===== config.mk =====
export PLATFORM = sky130hd
export DESIGN_NAME = trap_sequencer
export DESIGN_NICKNAME = d
export VERILOG_FILES = /design/src/rtl/trap_sequencer.sv
export SDC_FILE = /design/constraint.sdc
export NUM_CORES = 1
export LEC_CHECK = 0
export ABC_CLOCK_PERIOD_IN_PS = 2100
export CELL_PAD_IN_SITES_DETAIL_PLACEMENT = 1
export CELL_PAD_IN_SITES_GLOBAL_PLACEMENT = 1
export CORE_ASPECT_RATIO = 0.9
export CORE_UTILIZATION = 26
export DETAILED_ROUTE_END_ITERATION = 16
export PLACE_DENSITY = 0.8
export SLEW_MARGIN = 25
export SYNTH_ARGS = -nofsm -noshare
export SYNTH_HDL_FRONTEND = slang
export SYNTH_SLANG_ARGS = --single-unit
export TNS_END_PERCENT = 1

===== constraint.sdc =====
create_clock -name iCLK -period 2.1 [get_ports iCLK]
set_input_delay 0.42 -clock iCLK [delete_from_list [all_inputs] [get_ports iCLK]]
set_output_delay 0.42 -clock iCLK [all_outputs]
set_load 0.02 [all_outputs]

===== src/rtl/trap_sequencer.sv =====
// Machine-mode trap/MRET sequencer that shares the CSR file write port with CSR instructions.
// Trap entry writes mepc/mcause/mtval, reads mtvec and redirects fetch; MRET reads mepc and redirects.
module trap_sequencer #(
    parameter logic [11:0] MTVEC_ADDR  = 12'h305,
    parameter logic [11:0] MEPC_ADDR   = 12'h341,
    parameter logic [11:0] MCAUSE_ADDR = 12'h342,
    parameter logic [11:0] MTVAL_ADDR  = 12'h343
) (
    input  logic        iCLK,
    input  logic        iRSTn,
    input  logic        iExcValid,
    input  logic        iExcIntr,
    input  logic [4:0]  iExcCause,
    input  logic [31:0] iExcPC,
    input  logic [31:0] iExcTval,
    input  logic        iMret,
    input  logic        iCsrReqValid,
    input  logic [11:0] iCsrReqAddr,
    input  logic [31:0] iCsrReqData,
    output logic        oCsrReqReady,
    output logic        oExcAck,
    output logic        oMretAck,
    output logic        oCsrWe,
    output logic [11:0] oCsrWAddr,
    output logic [31:0] oCsrWData,
    output logic [11:0] oCsrRAddr,
    input  logic [31:0] iCsrRData,
    output logic        oStall,
    output logic        oPCRedirect,
    output logic [31:0] oPCTarget
);

    typedef enum logic [2:0] {
        IDLE,
        W_EPC,
        W_CAUSE,
        W_TVAL,
        RD_VEC,
        RD_EPC,
        REDIR
    } state_t;

    state_t      state_q, state_d;
    logic        intr_q, intr_d;
    logic [4:0]  cause_q, cause_d;
    logic [31:0] pc_q, pc_d;
    logic [31:0] tval_q, tval_d;
    logic [31:0] target_q, target_d;

    logic [31:0] vecBase;
    logic [1:0]  vecMode;
    logic [31:0] vecOffset;

    // The PC is word-aligned when latched, so the low two bits never matter.
    logic        unusedPcBits;
    assign unusedPcBits = ^iExcPC[1:0];

    always_ff @(posedge iCLK) begin
        if (!iRSTn) begin
            state_q  <= IDLE;
            intr_q   <= 1'b0;
            cause_q  <= '0;
            pc_q     <= '0;
            tval_q   <= '0;
            target_q <= '0;
        end else begin
            state_q  <= state_d;
            intr_q   <= intr_d;
            cause_q  <= cause_d;
            pc_q     <= pc_d;
            tval_q   <= tval_d;
            target_q <= target_d;
        end
    end

    always_comb begin
        state_d      = state_q;
        intr_d       = intr_q;
        cause_d      = cause_q;
        pc_d         = pc_q;
        tval_d       = tval_q;
        target_d     = target_q;
        oCsrReqReady = 1'b0;
        oExcAck      = 1'b0;
        oMretAck     = 1'b0;
        oCsrWe       = 1'b0;
        oCsrWAddr    = '0;
        oCsrWData    = '0;
        oCsrRAddr    = '0;
        oPCRedirect  = 1'b0;
        oPCTarget    = '0;
        vecBase      = {iCsrRData[31:2], 2'b00};
        vecMode      = iCsrRData[1:0];
        vecOffset    = {25'b0, cause_q, 2'b00};

        unique case (state_q)
            IDLE: begin
                if (iExcValid) begin
                    oExcAck = 1'b1;
                    intr_d  = iExcIntr;
                    cause_d = iExcCause;
                    pc_d    = {iExcPC[31:2], 2'b00};
                    tval_d  = iExcTval;
                    state_d = W_EPC;
                end else if (iMret) begin
                    oMretAck = 1'b1;
                    state_d  = RD_EPC;
                end else begin
                    oCsrReqReady = 1'b1;
                    if (iCsrReqValid) begin
                        oCsrWe    = 1'b1;
                        oCsrWAddr = iCsrReqAddr;
                        oCsrWData = iCsrReqData;
                    end
                end
            end
            W_EPC: begin
                oCsrWe    = 1'b1;
                oCsrWAddr = MEPC_ADDR;
                oCsrWData = pc_q;
                state_d   = W_CAUSE;
            end
            W_CAUSE: begin
                oCsrWe    = 1'b1;
                oCsrWAddr = MCAUSE_ADDR;
                oCsrWData = {intr_q, 26'b0, cause_q};
                state_d   = W_TVAL;
            end
            W_TVAL: begin
                oCsrWe    = 1'b1;
                oCsrWAddr = MTVAL_ADDR;
                oCsrWData = tval_q;
                state_d   = RD_VEC;
            end
            RD_VEC: begin
                // Only interrupts are vectored; modes 2 and 3 fall back to direct.
                oCsrRAddr = MTVEC_ADDR;
                if (vecMode == 2'b01 && intr_q) begin
                    target_d = vecBase + vecOffset;
                end else begin
                    target_d = vecBase;
                end
                state_d = REDIR;
            end
            RD_EPC: begin
                oCsrRAddr = MEPC_ADDR;
                target_d  = {iCsrRData[31:2], 2'b00};
                state_d   = REDIR;
            end
            REDIR: begin
                oPCRedirect = 1'b1;
                oPCTarget   = target_q;
                state_d     = IDLE;
            end
            default: begin
                state_d = IDLE;
            end
        endcase
    end

    assign oStall = (state_q != IDLE);

endmodule


Yosys cells after proc, flatten, opt, wreduce, memory -nomap -nowiden --
Cells that the tools add are included.
Word-level totals: output and inout bits 94, register bits after elaboration 103, logic and storage cells 50
Operators by class: add/sub/neg operators 1, reduce and logical (&&, ||, !) cells 7, equal/unequal tests 8, multiplexer cells 28
Operator list (count):
- $mux W32 | 5
- $pmux W32 S4 | 1
- $pmux W32 S2 | 1
- $pmux W12 S4 | 1
- $mux W12 | 3
- $add A32 B7 Y32 | 1
- $pmux W10 S2 | 1
- $pmux W3 S5 | 1
- $mux W1 | 12
- $eq A3 B3 Y1 const B | 3
- $eq A3 B2 Y1 const B | 2
- $mux W3 | 2
- $eq A3 B1 Y1 const B | 1
- $logic_not A3 Y1 | 1
- $ne A3 B3 Y1 const B | 1
- $reduce_bool A3 Y1 | 1
- $reduce_or A3 Y1 | 1
- $eq A2 B1 Y1 const B | 1
- $pmux W1 S2 | 1
- $reduce_and A2 Y1 | 1
- $reduce_bool A2 Y1 | 1
- $reduce_or A2 Y1 | 1
- $logic_and A1 B1 Y1 | 1

Logic depth before layout (Yosys ltp) --
Gate-level depths: netlist of run 1.
depth after elaboration 4, gate-level depth with buffers 9

Least setup slack after synthesis of run 1 --
OpenSTA, ideal clock, no wires.
kind register to output, start reg state_q[2], end out oCsrWData[2], setup slack -822 ps, data arrival time 2502 ps, path buffers 3, cell stages (with the launch flop) 10, data required time 1680 ps, path through dfxtp_1 > buf_4 > nor3_1 > inv_1 > nor3_1 > and2_1 > buf_2 > buf_2 > nand2_1 > o21ai_0
On the way: word-level cells in the longest chain between the ends 2, elaborated cells on any way between the ends 5, classes of those cells 3 x eq/ne; 1 x mux; 1 x reduce/logical
Ends and longest elaborated chain:
- start, declared | line 43 | state_t state_q, state_d;
- start signal, assigned | line 67 | state_q <= state_d;
- $eq A3 B2 Y1, or another cell as far along | line 96 | unique case (state_q)
- $pmux W32 S4 * | line 96
- end, declared | line 25 | output logic [31:0] oCsrWData,
Every way passes the cells marked *; elsewhere a longest branch is shown, timed or not.

Worst setup path in the final report of run 1 --
start reg state_q[2], end out oCsrWData[21]
Same word-level chain as after synthesis.

==> results of run 1 <==
-- metal layers --
metal / global-route usage [%] / routed length [um]
met1: 24.1 / 9090
met2: 36.0 / 10700
met3: 5.57 / 1390
met4: 9.06 / 724
met5: 0 / 0
-- area by class of cell --
class                      instances  area [um^2]  area share (%)
antenna                            1         2.50          0.0280
clock buffer                       9          225            2.52
clock inverter                     7         77.6           0.869
inverter                          35          131            1.47
multi-input combinational        499         2950            33.0
sequential                       101         2030            22.7
tap                              250          313            3.50
timing repair buffer             318         3200            35.8
-- worst max-delay path: cells and delay by family (launching register included) --
kind	cells	cell delay [ns]
compound gates	1	0.43
buf+inv	5	0.64
flops	1	0.37
simple gates	1	0.16
-- sequential cells by signal (all words and copies together) (netlist names) --
name      flops
cause_q       5
intr_q        1
pc_q         30
state_q       3
target_q     30
tval_q       32
-- metrics by stage --
step	total power [mW]	hold WS, ns	util (%)	setup WS, ns
after floorplan	3.25	0.428	-	-0.156
after global placement	4.20	0.439	42.8	-0.667
after detailed placement	4.25	0.446	42.8	-0.830
after CTS	6.07	0.459	45.6	-0.318
after global routing	6.38	0.469	46.0	-0.363
final	6.05	0.456	46.0	-0.262
-- path summary, 6_finish.rpt --
kind,start,endpoint,slack [ns],cells after the start
min reg2reg,pc_q[4],pc_q[4],0.46,2
max,state_q[2],oCsrWData[21],-0.26,7
max reg2reg,state_q[0],target_q[31],-0.21,6
min,pc_q[4],pc_q[4],0.46,2
-- synth_stat cells, types with 4 or more instances --
| cell type | instances | area [um^2] |
|---|---|---|
| nor2_1 | 18 | 67.6 |
| xnor2_1 | 9 | 78.8 |
| mux2i_1 | 4 | 40.0 |
| dfxtp_1 | 101 | 2020 |
| a211oi_1 | 6 | 45.0 |
| a222oi_1 | 26 | 260 |
| xor2_1 | 8 | 70.1 |
| buf_2 | 4 | 20.0 |
| a21oi_1 | 89 | 445 |
| nor3_1 | 4 | 20.0 |
| nand3_1 | 10 | 50.1 |
| o31ai_1 | 7 | 52.6 |
| nand2_1 | 158 | 593 |
| and3_1 | 42 | 263 |
| a21o_1 | 6 | 45.0 |
| mux2_2 | 4 | 45.0 |
| ha_1 | 5 | 62.6 |
| o21ai_0 | 35 | 175 |
| inv_1 | 33 | 124 |
| nand4_1 | 8 | 50.1 |
| buf_4 | 13 | 97.6 |
| clkbuf_1 | 42 | 158 |
| a31oi_1 | 11 | 68.8 |
| or4_1 | 7 | 52.6 |
-- what timing repair did --
action	CTS	global route
buffers inserted	3	1
setup endpoints to repair	107	108
resized for setup	368	22
hold buffers	0	0
cloned	2	0
pin swaps	29	15
-- layout by cell type (no fill, tap or decap), types with 4 or more instances in the layout --
cell type        count
nand2_1            157
clkdlybuf4s50_1    145
dfxtp_1             98
a21oi_1             88
buf_4               70
buf_6               42
and3_1              41
clkdlybuf4s15_2     38
inv_1               31
o21ai_0             30
a222oi_1            26
nor2_1              18
a31oi_1             11
nand3_1              9
xnor2_1              9
conb_1               9
clkbuf_16            9
nand4_1              8
xor2_1               8
or4_1                7
o31ai_1              7
a21o_1               6
buf_12               6
inv_2                4
mux2_2               4
o21ai_2              4
a211oi_1             4
mux2i_1              4
dlygate4sd2_1        4
clkdlybuf4s15_1      4
-- power groups by stage --
stage                     clock [mW]  combinational [mW]  sequential, mW
after floorplan                    0                1.00            2.25
after global placement             0                1.90            2.30
after detailed placement           0                1.95            2.30
after CTS                       1.77                2.03            2.26
after global routing            1.86                2.23            2.29
final                           1.72                2.07            2.27
-- kinds of logic (layout without fill, tap and decap cells) --
| group | after synthesis | in the layout | share of synthesized area [%] |
|---|---|---|---|
| multiplexers | 8 | 8 | 1.63 |
| adder cells (fa/ha/maj) | 6 | 6 | 1.59 |
| XOR/XNOR | 17 | 17 | 2.86 |
| other | 1 | 10 | 0.0720 |
| AND/OR/NAND/NOR | 265 | 265 | 23.6 |
| buffers and inverters | 98 | 369 | 8.24 |
| AO/OA/AOI/OAI | 194 | 194 | 23.2 |
| flip-flops | 101 | 101 | 38.8 |
==> key figures, run 1 <==
Drt
  • DRC viols: 0
  • DRT Wirelength: around 22 mm
  • Initial drt markers: approximately 340
  • Vias per cell: a little over 5
  • DRT Pass-1 Iters: 5
  • Vias: approximately 6200
  • WL/cell: between 15 and 20 um
  • DRT antenna net count: 0

Global route
  • First-pass GRT wire length: ~33 mm
  • GRT Total Usage: 20.9%
  • Initial antenna violation count: 1
  • Largest net degree at the start of global routing: 69
  • Total gr overflow: 0
  • Vias in the first global route: between 6000 and 7000

CTS
  • Clock latency on the worst-skew pair: ~0.36 ns
  • TritonCTS clock tree: yes
  • TritonCTS Buffers: 9
  • H-tree depth: 3
  • CTS root buf: clkbuf_16
  • Clk sinks: ~100
  • CTS max path bufs: 2
  • Reg clk slew, reported paths: 0.07 ns

Die
  • IO Pins: 245
  • Die footprint: 20600 um^2
  • Placeable core region: 19400 um^2
  • Num rows: 48
  • Initial core utilization: a little over a quarter
  • Chip Height: 136 um
  • Width of the chip: between 150 and 200 um

Placed design
  • Placed cell areas: 8310 um^2
  • Dpl cells: around 1200
  • GPL Wtd Cong: 0.830
  • DP Wirelength: around 16 mm
  • Input/output buffers: ~230

Yosys
  • Mapped Cells: 690
  • Post-synth EDFFs: 0
  • Top_reg_cell synth: dfxtp_1
  • Syn_area_per_cell: around 7.5 um^2
  • Total number of yosys warnings: 0
  • Post-synthesis cell type count: 52
  • Sequential area share after synthesis: approximately two fifths
  • Synth async-reset ratio: 0%
  • Number of synthesized register bits: 101
  • Synthesized cell area: between 5000 and 6000 um^2

STA
  • Clk_skew: between 0.008 and 0.009 ns
  • Post-route clock period utilization: 112%
  • Final setup fails: 88
  • Max-slew violations: 0
  • Fmax: around 420 MHz
  • Unrepaired setup endpoints after global routing: yes
  • Worst Tran Pin Value: 0.726 ns
  • Final setup TNS: -11.24 ns
  • Hold Fails Final Rpt: 0
  • Fin crit period: between 2 and 2.5 ns
  • Slew margin rel.: 51.6%
  • Final WS setup: -0.262 ns

Pwr
  • Worst vdd ir: 0.391 mV
  • Power per standard cell area: ~680 nW/um^2
  • Clock group share of total power: ~28%
  • Combinational share of power: about a third
  • Sw power: between 2 and 2.5 mW
  • Part of the power in registers: a little under two fifths
  • Internal power: about 4.0 mW
  • Leak: approximately 3.7 nW
  • Switch share: about a third

Setup path
  • Worst Path Required: 1.68 ns
  • CP Class: reg -> out
  • CP max stage delay: ~0.43 ns
  • Critical path peak fanout: 27
  • Startpoint Class: flop
  • Crit path DAT: about 1.9 ns
  • Crit path max-delay cell type: a222oi_1
  • Crit end category: output pin
  • Crit-path cells: buf_6, inv_1, and3_4, buf_12, a222oi_1, inv_1, buf_6

Final layout
  • Fin nets: 1121
  • Fill count: around 2300
  • Share of post-route cells with drive strength above 1: 22.7%
  • Final Non-Filler Cells: 1220
  • Final instance area: between 8000 and 9000 um^2
  • Layout Area Growth over Synthesis: 71.5%

Min path
  • Hold WC Path Type: reg -> reg

Run status
  • Failing checks: setup timing
  • Status: finished with violations

Job
  • MaxCap Viol Count: 0
No activity file was read; power rests on OpenSTA's default activity.
==> inputs of run 2 (changes only) <==
==> config.mk (replaced) <==
export PLATFORM = sky130hd
export DESIGN_NAME = trap_sequencer
export DESIGN_NICKNAME = d
export VERILOG_FILES = /design/src/rtl/trap_sequencer.sv
export SDC_FILE = /design/constraint.sdc
export NUM_CORES = 1
export LEC_CHECK = 0
export ABC_CLOCK_PERIOD_IN_PS = 2300
export CELL_PAD_IN_SITES_DETAIL_PLACEMENT = 1
export CELL_PAD_IN_SITES_GLOBAL_PLACEMENT = 1
export CORE_ASPECT_RATIO = 0.9
export CORE_UTILIZATION = 29
export CTS_BUF_LIST = sky130_fd_sc_hd__clkbuf_4 sky130_fd_sc_hd__clkbuf_8 sky130_fd_sc_hd__clkbuf_16
export DETAILED_ROUTE_END_ITERATION = 16
export PLACE_DENSITY = 0.84
export SLEW_MARGIN = 15
export SYNTH_ARGS = -nofsm -noshare
export SYNTH_HDL_FRONTEND = slang
export SYNTH_SLANG_ARGS = --single-unit
export TNS_END_PERCENT = 1
==> constraint.sdc (replaced) <==
create_clock -name iCLK -period 2.3 [get_ports iCLK]
set_input_delay 0.46 -clock iCLK [delete_from_list [all_inputs] [get_ports iCLK]]
set_output_delay 0.46 -clock iCLK [all_outputs]
set_load 0.02 [all_outputs]
==> key figures, run 2 (synthesis results as in run 1) <==
Run status
  • Status: finished with violations
  • Failing checks: setup timing

Die
  • IO Pins: 245 (unchanged)
  • Num rows: 46 (-4.2%)
  • Die footprint: 18500 um^2 (-10%)
  • Width of the chip: 143 um (-5.2%)
  • Initial core utilization: 29.6% (+2.7 points)
  • Chip Height: 129 um (-5.2%)
  • Placeable core region: 17600 um^2 (-9.2%)

Global route
  • First-pass GRT wire length: 33.5 mm (+1.2%)
  • Initial antenna violation count: 3 (+2)
  • Vias in the first global route: 6273 (-1.9%)
  • Largest net degree at the start of global routing: 69 (unchanged)
  • GRT Total Usage: 23.3% (+2.4 points)
  • Total gr overflow: 0 (unchanged)

Final layout
  • Final instance area: 8810 um^2 (-1.3%)
  • Core Util, Final: 50.0% (+4.0 points)
  • Sequential cell area: 2030 um^2 (unchanged)
  • Max FFs per register: 32 (unchanged)
  • Commonest non-fill, non-tap cell in the layout: nand2_1
  • Fill count: 2116 (-9.0%)
  • Share of post-route cells with drive strength above 1: 18.9% (-3.8 points)
  • Fin nets: 1116 (-0.45%)
  • Most frequent cells in the layout: nand2_1 (156), clkdlybuf4s50_1 (141), dfxtp_1 (98), a21oi_1 (89), buf_4 (65)
  • Footprint of the multi-input gates: 2920 um^2 (-1.0%)
  • Most flops, register: tval_q
  • Layout Area Growth over Synthesis: 69.2%
  • Top Registers: tval_q: 32 flops, pc_q: 30 flops, target_q: 30 flops

Placed design
  • DP Wirelength: 15.3 mm (-3.0%)
  • Placed cell areas: 8200 um^2 (-1.4%)
  • GPL Wtd Cong: 0.818 (-1.4%)
  • Input/output buffers: 233 (unchanged)
  • Pre-CTS WS: -0.632 ns (+0.198 ns)

STA
  • Unrepaired setup endpoints after global routing: yes
  • Hold Fails Final Rpt: 0 (unchanged)
  • Hold WS: 0.458 ns (+0.00236 ns)
  • Clk_skew: 0.0128 ns (+0.00446 ns)
  • Post-route clock period utilization: 102%
  • Max-slew violations: 0 (unchanged)
  • Final setup fails: 21 (-76%)
  • Final WS setup: -0.0513 ns (+0.211 ns)
  • Fin crit period: between 2 and 2.5 ns
  • Fmax: 425 MHz

Setup path
  • Crit path DAT: 1.89 ns (-0.05 ns)
  • CP Class: reg -> out
  • Worst path bufs/invs: 4 (-1)
  • Critical path peak fanout: 12 (-56%)
  • Crit end category: output pin
  • Crit path max-delay cell type: dfxtp_4
  • Startpoint Class: flop
  • Reg2reg end: target_q[31]
  • Stages on the worst setup path: 8 (+1)
  • Worst R2R Path Depth: 6 (unchanged)
  • Worst Path Required: 1.84 ns (+0.16 ns)
  • R2R setup slack: -0.04 ns (+0.17 ns)
  • Critical path's top delay family: simple AND/OR/NAND/NOR gates
  • Reg-to-reg startpoint: state_q[0]
  • Setup crit start: state_q[2]
  • Setup crit end: oCsrWData[6]
  • Crit-path cells: nor3_4, inv_2, nor3_4, and2_4, buf_12, a222oi_1, inv_1, buf_6
  • Worst path most repeated cell: nor3_4
  • CP max stage delay: 0.37 ns (-0.06 ns)

Drt
  • DRT antenna net count: 0 (unchanged)
  • DRT Wirelength: 21.6 mm (-1.3%)
  • DRC viols: 0 (unchanged)
  • DRT Pass-1 Iters: 8 (+3)
  • Initial drt markers: 378 (+12%)
  • Vias per cell: 5.05 (-0.47%)
  • WL/cell: 17.9 um (-0.21%)
  • Vias: 6099 (-1.5%)

CTS
  • H-tree depth: 3 (unchanged)
  • TritonCTS clock tree: yes
  • Cts hold-fix bufs: 0 (unchanged)
  • CTS root buf: clkbuf_16
  • CTS max path bufs: 2 (unchanged)
  • TritonCTS Buffers: 9 (unchanged)
  • Clock latency on the worst-skew pair: 0.36 ns (about the same)
  • Reg clk slew, reported paths: 0.08 ns (about the same)
  • Clk sinks: 101 (unchanged)

Pwr
  • Leak: 3.89 nW (+4.0%)
  • Power per standard cell area: 628 nW/um^2 (-7.3%)
  • Worst vdd ir: 0.415 mV (+6.2%)

Min path
  • Hold WC Path Type: reg -> reg
  • WHS Path Cells: 2 (unchanged)
  • Worst Hold Launch: target_q[4]

Job
  • MaxCap Viol Count: 0 (unchanged)
==> run 2: cell types whose count changed in the layout (fill, tap and decap cells not counted), moves of 3 or more <==
cell,previous run,this run
buf_12,6,11
clkbuf_2,0,6
dlymetal6s2s_1,1,7
buf_4,70,65
clkdlybuf4s15_1,4,8
buf_8,3,0
clkdlybuf4s50_1,145,141
clkdlybuf4s15_2,38,5
buf_2,3,0
dlygate4sd2_1,4,27
==> run 2: stage by stage <==
| stage | std cells | TNS, ns | power, mW |
|---|---|---|---|
| finish | 1207 | -0.471 | 5.54 |
| global route | 1207 | -4.07 | 5.83 |
| CTS | 1191 | -1.31 | 5.47 |
| detailed placement | 1172 | -32.90 | 3.84 |
| global placement | 1172 | -27.05 | 3.80 |
| floorplan | 698 | -0.233 | 2.96 |
==> run 2: final cells by class <==
| class | count | share of cell area (%) |
|---|---|---|
| inverter | 35 | 1.55 |
| tap | 240 | 3.41 |
| timing repair buffer | 313 | 35.3 |
| clock inverter | 7 | 0.894 |
| sequential | 101 | 23.0 |
| antenna | 3 | 0.0852 |
| multi-input combinational | 499 | 33.1 |
| clock buffer | 9 | 2.56 |
==> run 2: worst min-delay path by stage <==
| stage | to | slack [ns] |
|---|---|---|
| 2_1_floorplan | target_q[4] | 0.43 |
| 3_3_place_gp | pc_q[2] | 0.44 |
| 3_5_place_dp | target_q[4] | 0.45 |
| 4_1_cts | target_q[4] | 0.46 |
| 5_1_grt | pc_q[9] | 0.47 |
| 6_report | target_q[4] | 0.46 |
==> run 2: repair_timing <==
item / 4_1_cts / 5_1_grt
pin swaps: 18 / 32
buffers inserted: 1 / 14
resized for setup: 274 / 69
endpoints found under the setup margin: 93 / 96
cloned: 2 / 0
==> run 2: layer usage <==
layer	vias up	part of all wire [%]	global-route usage, %
met5	-	0	0
met4	0	2.9	9.89
met3	39	5.7	4.92
met2	195	50	41.3
met1	2913	41	27.3
li1	2952	-	-
==> run 2: tightest hold or removal path, delay by kind of cell, from the launching register on <==
family	cells	cell delay [ns]
AOI/OAI and AO/OA	1	0.05
DFF	1	0.31
and+or+nand+nor	1	0.05
==> run 2: power breakdown <==
| part | internal [mW] | switching, mW | leakage (nW) |
|---|---|---|---|
| sequential | 1.95 | 0.127 | 0.827 |
| clock | 0.774 | 0.789 | 0.148 |
| combinational | 0.914 | 0.984 | 2.91 |
